--- src/rtl/secuenciador_pc_pkg.sv ---
// Shared defaults and next-PC select encoding for the program-counter unit.
package pc_defs;

  localparam int unsigned ANCHO_DEF     = 64;
  localparam int unsigned PASO_DEF      = 4;
  localparam int unsigned LOG2_PASO_DEF = 2;

  localparam logic [63:0] VECTOR_RESET_DEF = 64'h0;

  typedef enum logic [1:0] {
    SEL_ABS  = 2'd0,
    SEL_REL  = 2'd1,
    SEL_SEQ  = 2'd2,
    SEL_HOLD = 2'd3
  } sel_pc_e;

endpackage

--- src/rtl/secuenciador_pc_sumador.sv ---
// Plain modulo-2^ANCHO adder; used for both PC+PASO and PC+offset.
module sumador_pc #(
  parameter int unsigned ANCHO = pc_defs::ANCHO_DEF
) (
  input  logic [ANCHO-1:0] i_a,
  input  logic [ANCHO-1:0] i_b,
  output logic [ANCHO-1:0] o_suma
);

  assign o_suma = i_a + i_b;

endmodule

--- src/rtl/secuenciador_pc.sv ---
// Program-counter unit: next-PC selection, fetch-valid flag, sticky
// misalignment flag and saturating fetch counter.
module secuenciador_pc
  import pc_defs::*;
#(
  parameter int unsigned            ANCHO        = ANCHO_DEF,
  parameter int unsigned            PASO         = PASO_DEF,
  parameter int unsigned            LOG2_PASO    = LOG2_PASO_DEF,
  parameter int unsigned            ANCHO_DESP   = 26,
  parameter logic [ANCHO-1:0]       VECTOR_RESET = ANCHO'(VECTOR_RESET_DEF),
  parameter int unsigned            ANCHO_CONT   = 32
) (
  input  logic                  clk,
  input  logic                  reset_n,
  input  logic                  im_listo,
  input  logic                  bloqueo,
  input  logic                  salto_rel,
  input  logic [ANCHO_DESP-1:0] bus_desplazamiento,
  input  logic                  salto_abs,
  input  logic [ANCHO-1:0]      bus_destino_reg,
  output logic [ANCHO-1:0]      bus_direccion_im,
  output logic [ANCHO-1:0]      bus_pc_next,
  output logic                  valido,
  output logic                  error_alineacion,
  output logic [ANCHO_CONT-1:0] contador_fetch
);

  localparam logic [ANCHO-1:0] PasoVec    = ANCHO'(PASO);
  localparam logic [ANCHO-1:0] MascaraLsb = ANCHO'(PASO - 1);

  logic [ANCHO-1:0]      r_pc;
  logic                  r_valido;
  logic                  r_error;
  logic [ANCHO_CONT-1:0] r_cont;

  logic                  w_avanzar;
  logic [ANCHO-1:0]      w_pc_mas_paso;
  logic [ANCHO-1:0]      w_pc_rel;
  logic signed [ANCHO-1:0] w_desp_ext;
  logic [ANCHO-1:0]      w_desp_bytes;
  logic [ANCHO-1:0]      w_destino_alin;
  logic                  w_desalineado;
  sel_pc_e               w_sel;
  logic [ANCHO-1:0]      w_pc_d;

  assign w_avanzar = r_valido & im_listo & ~bloqueo;

  // Offset is in instructions: sign-extend first, then scale to bytes.
  assign w_desp_ext   = ANCHO'($signed(bus_desplazamiento));
  assign w_desp_bytes = w_desp_ext << LOG2_PASO;

  assign w_destino_alin = bus_destino_reg & ~MascaraLsb;
  assign w_desalineado  = |(bus_destino_reg & MascaraLsb);

  sumador_pc #(
    .ANCHO (ANCHO)
  ) u_sumador_seq (
    .i_a    (r_pc),
    .i_b    (PasoVec),
    .o_suma (w_pc_mas_paso)
  );

  sumador_pc #(
    .ANCHO (ANCHO)
  ) u_sumador_rel (
    .i_a    (r_pc),
    .i_b    (w_desp_bytes),
    .o_suma (w_pc_rel)
  );

  always_comb begin
    w_sel = SEL_HOLD;
    if (salto_abs) begin
      w_sel = SEL_ABS;
    end else if (salto_rel) begin
      w_sel = SEL_REL;
    end else if (w_avanzar) begin
      w_sel = SEL_SEQ;
    end
  end

  always_comb begin
    w_pc_d = r_pc;
    unique case (w_sel)
      SEL_ABS:  w_pc_d = w_destino_alin;
      SEL_REL:  w_pc_d = w_pc_rel;
      SEL_SEQ:  w_pc_d = w_pc_mas_paso;
      SEL_HOLD: w_pc_d = r_pc;
      default:  w_pc_d = r_pc;
    endcase
  end

  always_ff @(posedge clk) begin
    if (!reset_n) begin
      r_pc     <= VECTOR_RESET;
      r_valido <= 1'b0;
      r_error  <= 1'b0;
      r_cont   <= '0;
    end else if (!r_valido) begin
      // First edge out of reset only arms the fetch; VECTOR_RESET is fetched first.
      r_valido <= 1'b1;
    end else begin
      r_pc <= w_pc_d;
      if (salto_abs && w_desalineado) begin
        r_error <= 1'b1;
      end
      if (w_avanzar && (r_cont != '1)) begin
        r_cont <= r_cont + ANCHO_CONT'(1);
      end
    end
  end

  assign bus_direccion_im = r_pc;
  assign bus_pc_next      = w_pc_mas_paso;
  assign valido           = r_valido;
  assign error_alineacion = r_error;
  assign contador_fetch   = r_cont;

endmodule

--- config.mk ---
export PLATFORM = sky130hd
export DESIGN_NAME = secuenciador_pc
export DESIGN_NICKNAME = d
export VERILOG_FILES = /design/src/rtl/secuenciador_pc_pkg.sv /design/src/rtl/secuenciador_pc_sumador.sv /design/src/rtl/secuenciador_pc.sv
export SDC_FILE = /design/constraint.sdc
export NUM_CORES = 1
export LEC_CHECK = 0
export CAP_MARGIN = 10
export CORE_ASPECT_RATIO = 0.5
export CORE_MARGIN = 2
export CORE_UTILIZATION = 25
export CTS_CLUSTER_DIAMETER = 30
export DETAILED_ROUTE_END_ITERATION = 16
export GPL_TIMING_DRIVEN = 0
export PLACE_DENSITY = 0.5
export SYNTH_ARGS = -nofsm -noshare
export SYNTH_HDL_FRONTEND = slang
export SYNTH_SLANG_ARGS = --single-unit
--- constraint.sdc ---
create_clock -name clk -period 3.05 [get_ports clk]
set_input_delay 0.7625 -clock clk [delete_from_list [all_inputs] [get_ports clk]]
set_output_delay 0.7625 -clock clk [all_outputs]
set_load 0.1 [all_outputs]
==> results.json, run 1 <==
{
  "yosysTopAreaCell": "dfxtp_1",
  "synth_top_cell_area_share_pct": 19.8,
  "rsz0062_at_grt": "yes",
  "tightestPinTransition_ps": 1120,
  "status": "complete, but fails checks",
  "final_area_sq_um": 18300,
  "area_delta_synth_final_pct": 88.6,
  "ys_warn_count": 0,
  "num_vias": 12577,
  "setup.worst_path.end_class": "output port",
  "routed_wl_um": 57100,
  "startpoint_type": "register",
  "num_rows": 51,
  "timing.fmax_mhz": 298,
  "hold-path-cell-count": 1,
  "ys_types": 85,
  "diodes": 0,
  "cts_buffers": 9,
  "die_area_sq_um": 40600,
  "h-tree-depth": 3,
  "async_flop_share_pct": 0,
  "placed_cell_area_sq_um": 14300,
  "synth-main-ff-cell": "dfxtp_1",
  "regArea_sq_um": 2120,
  "worst_slack_ps": -305,
  "cp_max_fo": 5,
  "fp.dieW_um": 283,
  "clk_pin_slew_ps": 90,
  "portBuffers": 253,
  "drive_gt1_share_pct": 39.2,
  "grt.overflow.total": 0,
  "wire_per_inst_um": 25.1,
  "synthCells": 1312,
  "antenna_found_initial": 3,
  "synth_edf_count": 0,
  "finalSetupViolCount": 37,
  "hp-class": "register to register",
  "grt_max_degree": 22,
  "drc_errors": 0,
  "violations": "setup timing",
  "finalClockSkew_ps": 6.13,
  "cellPowerDensity_nw_per_um2": 388,
  "required_ps": 2290,
  "coreArea_sq_um": 38600,
  "ys_ff_latch": 96,
  "grt_pass1_wl_um": 81000,
  "grt_pass1_vias": 11988,
  "cts.sinks": 96,
  "holdBufCountCts": 0,
  "dp.final_hpwl_um": 41400,
  "crit_type": "register to output port",
  "first_iter_violations": 926,
  "finalSetupTns_ps": -4960,
  "worstRegToRegCells": 13,
  "seq_area_frac_synth_pct": 19.8,
  "min_period_ps": 3350,
  "ir_drop_uv": 294,
  "synth_area_sq_um": 9730,
  "start_util_pct": 25.2,
  "vias_per_cell": 5.52,
  "fp.dieH_um": 143,
  "cts_tree": "yes",
  "final_util_pct": 47.5,
  "cts_root_buf": "clkbuf_16",
  "ys_top_cells_by_area": "dfxtp_1, ha_1, xnor2_1",
  "ctsLongestPathBuffers": 2,
  "num_io_pins": 258,
  "worstSkewPairLatency_ps": 390,
  "track_usage_pct": 26.8,
  "first_pass_iters": 5,
  "reg2reg_setup_slack_ps": 10,
  "final_max_slew_viol_count": 0,
  "fin_nets": 1902,
  "multi_input_area_sq_um": 10200,
  "ant_nets": 0,
  "period_share_pct": 110,
  "synth_area_per_cell_sq_um": 7.41,
  "max_slew_margin_pct": 25.6,
  "cp_data_arrival_time_ps": 2590,
  "power.leakage_uw": 0.00723,
  "fillers": 3720,
  "cap_viol_max_count": 0,
  "gp_congestion": 0.955,
  "hold_violations": 0
}
## layout make-up
class	count	area share, %
Buffer	65	1.99
Clock buffer	9	1.23
Clock inverter	7	0.484
Inverter	36	0.798
Multi-Input combinational cell	1101	55.4
Sequential cell	96	11.5
Tap cell	530	3.62
Timing Repair Buffer	433	24.9
## metrics by stage
stage | power [uW] | setup slack (ps) | hold WS [ps] | std cells
2_1_floorplan | 3870 | -403 | 678 | 1315
3_3_place_gp | 4860 | -3290 | 452 | 2098
3_5_place_dp | 4860 | -1750 | 457 | 2099
4_1_cts | 6790 | -315 | 479 | 2217
5_1_grt | 7350 | -377 | 493 | 2277
6_report | 7110 | -305 | 474 | 2277
## critical path, stage by stage, from the launching register on
cell and delay (ps):
dfxtp_4 390, clkinvlp_4 110, nor4_4 330, buf_4 180, buf_6 90, nand4_4 100, buf_12 160, nor3_4 250
nand2_2 130, xnor2_4 230, buf_12 210
## power breakdown
| group | switching (uW) | internal, uW |
|---|---|---|
| logic | 2710 | 1550 |
| registers | 184 | 1330 |
| clock network | 720 | 604 |
## registers in the layout (all words and copies together), names as in the netlist
signal,count
valido,1
error_alineacion,1
bus_direccion_im,62
contador_fetch,32
## cells by family (layout without fill, tap and decap cells)
logic type / after synthesis / count (layout) / share of synthesized area, %
other: 1 / 4 / 0.0386
AND/OR/NAND/NOR: 442 / 442 / 24.1
buffers and inverters: 118 / 550 / 4.85
flip-flops: 96 / 96 / 19.8
AO/OA/AOI/OAI: 456 / 456 / 30.7
XOR/XNOR: 128 / 128 / 11.5
multiplexers: 7 / 7 / 0.720
adder cells (fa/ha/maj): 64 / 64 / 8.31
## placed cells by master, fill, tap and decap left out, drive strengths merged, types with 21 or more instances in the layout
cell type and count:
nor2 68, xnor2 81, or3 21, buf 248, inv 39, ha 63
a21o 42, a21oi 127, o21ai 105, xor2 47, a31oi 25, dfxtp 96
clkbuf 64, nor3 25, and3 24, nand3 55, nand4 40, and2 27
clkdlybuf4s50 167, nand2 130, a221oi 44
## Yosys cell counts (all sizes together), types with 11 or more instances
cell,instances
a21boi,15
a21o,42
a21oi,127
a221oi,44
a31oi,25
and2,27
and3,24
and4,11
buf,20
clkbuf,62
dfxtp,96
ha,63
inv,36
nand2,130
nand3,55
nand4,40
nor2,68
nor3,25
nor4,12
o211ai,12
o21a,14
o21ai,105
o21bai,15
or3,21
xnor2,81
xor2,47
## final timing paths
| path | from | endpoint |
|---|---|---|
| hold reg to reg | error_alineacion | error_alineacion |
| setup reg to reg | bus_direccion_im[12] | bus_direccion_im[59] |
| hold / removal | error_alineacion | error_alineacion |
| setup / recovery | bus_direccion_im[20] | bus_pc_next[56] |
## metal layers
metal / track usage, % / vias up / part of all wire (%)
met2: 45.9 / 426 / 48
li1: - / 5738 / -
met1: 36.6 / 6353 / 45
met4: 4.23 / 0 / 1.4
met3: 3.37 / 60 / 5.7
met5: 0 / - / 0
## timing repair
item                                    4_1_cts  5_1_grt
endpoints found under the setup margin      121      107
pin swaps                                   122       94
gates cloned                                  1        3
resized for setup                           717      169
buffers inserted                            115       65
No activity file was read; power rests on OpenSTA's default activity.
==> inputs of run 2 (changes only) <==
--- a/config.mk
+++ b/config.mk
@@ -6,7 +6,6 @@
 export NUM_CORES = 1
 export LEC_CHECK = 0
 export CAP_MARGIN = 10
-export CORE_ASPECT_RATIO = 0.5
 export CORE_MARGIN = 2
 export CORE_UTILIZATION = 25
 export CTS_CLUSTER_DIAMETER = 30
@@ -16,3 +15,4 @@
 export SYNTH_ARGS = -nofsm -noshare
 export SYNTH_HDL_FRONTEND = slang
 export SYNTH_SLANG_ARGS = --single-unit
+export TNS_END_PERCENT = 100
==> results.json, run 2 (same netlist as run 1, synthesis figures left out) <==
{
  "track_usage_pct": 26.2,
  "num_vias": 12264,
  "start_util_pct": 25.2,
  "setup.worst_path.end_class": "output port",
  "first_pass_iters": 5,
  "ir_drop_uv": 281,
  "cp_data_arrival_time_ps": 2530,
  "h-tree-depth": 3,
  "drive_gt1_share_pct": 36.4,
  "gp_congestion": 0.951,
  "cap_viol_max_count": 0,
  "fillers": 3839,
  "critPathTopFamily": "simple AND/OR/NAND/NOR gates",
  "fp.dieH_um": 201,
  "wire_per_inst_um": 24.7,
  "holdBufCountCts": 0,
  "finalSetupTns_ps": -5250,
  "period_share_pct": 108,
  "fin_nets": 1879,
  "num_io_pins": 258,
  "critPathSlowestCell": "dfxtp_4",
  "coreArea_sq_um": 38600,
  "max_slew_margin_pct": 30.4,
  "grt_pass1_vias": 11812,
  "final_util_pct": 45.9,
  "cellPowerDensity_nw_per_um2": 385,
  "hold_ws_ps": 476,
  "critPathBufInv": 4,
  "required_ps": 2290,
  "grt.overflow.total": 0,
  "hp-class": "register to register",
  "violations": "setup timing",
  "startpoint_type": "register",
  "num_rows": 72,
  "power.leakage_uw": 0.00709,
  "cts_tree": "yes",
  "tightestPinTransition_ps": 1050,
  "routed_wl_um": 55400,
  "cts_buffers": 9,
  "grt_max_degree": 38,
  "max_stage_delay_ps": 420,
  "clk_pin_slew_ps": 90,
  "hold_violations": 0,
  "area_delta_synth_final_pct": 82.1,
  "largest_register_ff_count": 62,
  "dp.final_hpwl_um": 40300,
  "first_iter_violations": 922,
  "cts.sinks": 96,
  "fp.dieW_um": 201,
  "portBuffers": 253,
  "status": "complete, but fails checks",
  "timing.fmax_mhz": 304,
  "min_period_ps": 3290,
  "die_area_sq_um": 40500,
  "ant_nets": 0,
  "drc_errors": 0,
  "layout_commonest_cell": "clkdlybuf4s50_1",
  "rsz0062_at_grt": "yes",
  "finalSetupViolCount": 36,
  "ctsLongestPathBuffers": 2,
  "crit_top_cell": "buf_6",
  "finalClockSkew_ps": 15.6,
  "worstSkewPairLatency_ps": 390,
  "final_cell_mix": "clkdlybuf4s50_1, buf_4, nand2_1",
  "cp_cell_sequence": "inv_2 -> nor4_4 -> buf_6 -> and3_4 -> nand4_1 -> buf_6 -> nor2_4 -> xor2_4 -> buf_12",
  "cts_root_buf": "clkbuf_16",
  "cp_max_fo": 5,
  "grt_pass1_wl_um": 79100,
  "vias_per_cell": 5.47,
  "antenna_found_initial": 2,
  "worst_slack_ps": -240,
  "crit_type": "register to output port",
  "final_max_slew_viol_count": 0
}
[run 2: cell count changes in the layout (fill, tap and decap cells not counted), sizes merged, moves of 2 or more]
cell / previous run / this run
buf: 248 / 220
inv: 39 / 36
clkdlybuf4s15: 6 / 11
clkinv: 1 / 3
clkbuf: 64 / 66
diode: 0 / 2
[run 2: metal layers]
metal,track usage [%],routed length (um),vias up
li1,-,-,5690
met1,35.2,24600,5986
met2,41.1,25100,512
met3,5.02,3810,76
met4,10.5,1780,0
met5,0,0,-
[run 2: timing repair]
action,CTS,global route
gates cloned,0,1
pin swaps,93,102
setup buffers,96,61
gates resized for setup,651,184
endpoints found under the hold margin,0,0
setup endpoints to repair,122,113
[run 2: final cells by class]
cell class,count,area (sq um),share of cell area (%)
clock inverters,7,75.1,0.424
flip-flops and latches,96,2100,11.9
well taps,518,648,3.66
inverters,36,146,0.827
multi-input cells,1101,9890,55.9
diodes,2,5.00,0.0283
repair buffers,410,4270,24.1
plain buffers,65,343,1.94
clock buffers,9,225,1.27
[run 2: worst reg2reg max path, cell delays in order, from the launching register on]
cell and delay [ps]:
dfxtp_4 370, buf_4 150, ha_4 160, fa_2 350, a21oi_2 170, or3_4 190
a21o_1 190, a21oi_4 90, o2111ai_4 280, a21oi_2 120, a211oi_4 380, mux2i_1 310
a31oi_1 110
[run 2: metrics by stage]
step           setup slack, ps  power [uW]  area [sq um]  cells
2_1_floorplan             -403        3870         11100   1315
3_3_place_gp             -2560        4830         14300   2086
3_5_place_dp             -1560        4820         14300   2087
4_1_cts                   -317        6530         16600   2190
5_1_grt                   -321        7060         17700   2244
6_report                  -240        6810         17700   2244
[run 2: worst paths after layout]
kind	start	to	slack [ps]	depth (start not counted)
max	bus_direccion_im[25]	bus_pc_next[53]	-240	9
min	error_alineacion	error_alineacion	480	1
min reg2reg	error_alineacion	error_alineacion	480	1
max reg2reg	bus_direccion_im[2]	bus_direccion_im[56]	70	12
[run 2: power by group]
group,internal (uW),total (uW),switching (uW)
clock network,581,1260,679
registers,1340,1520,184
logic,1430,4030,2600
total,3350,6810,3460
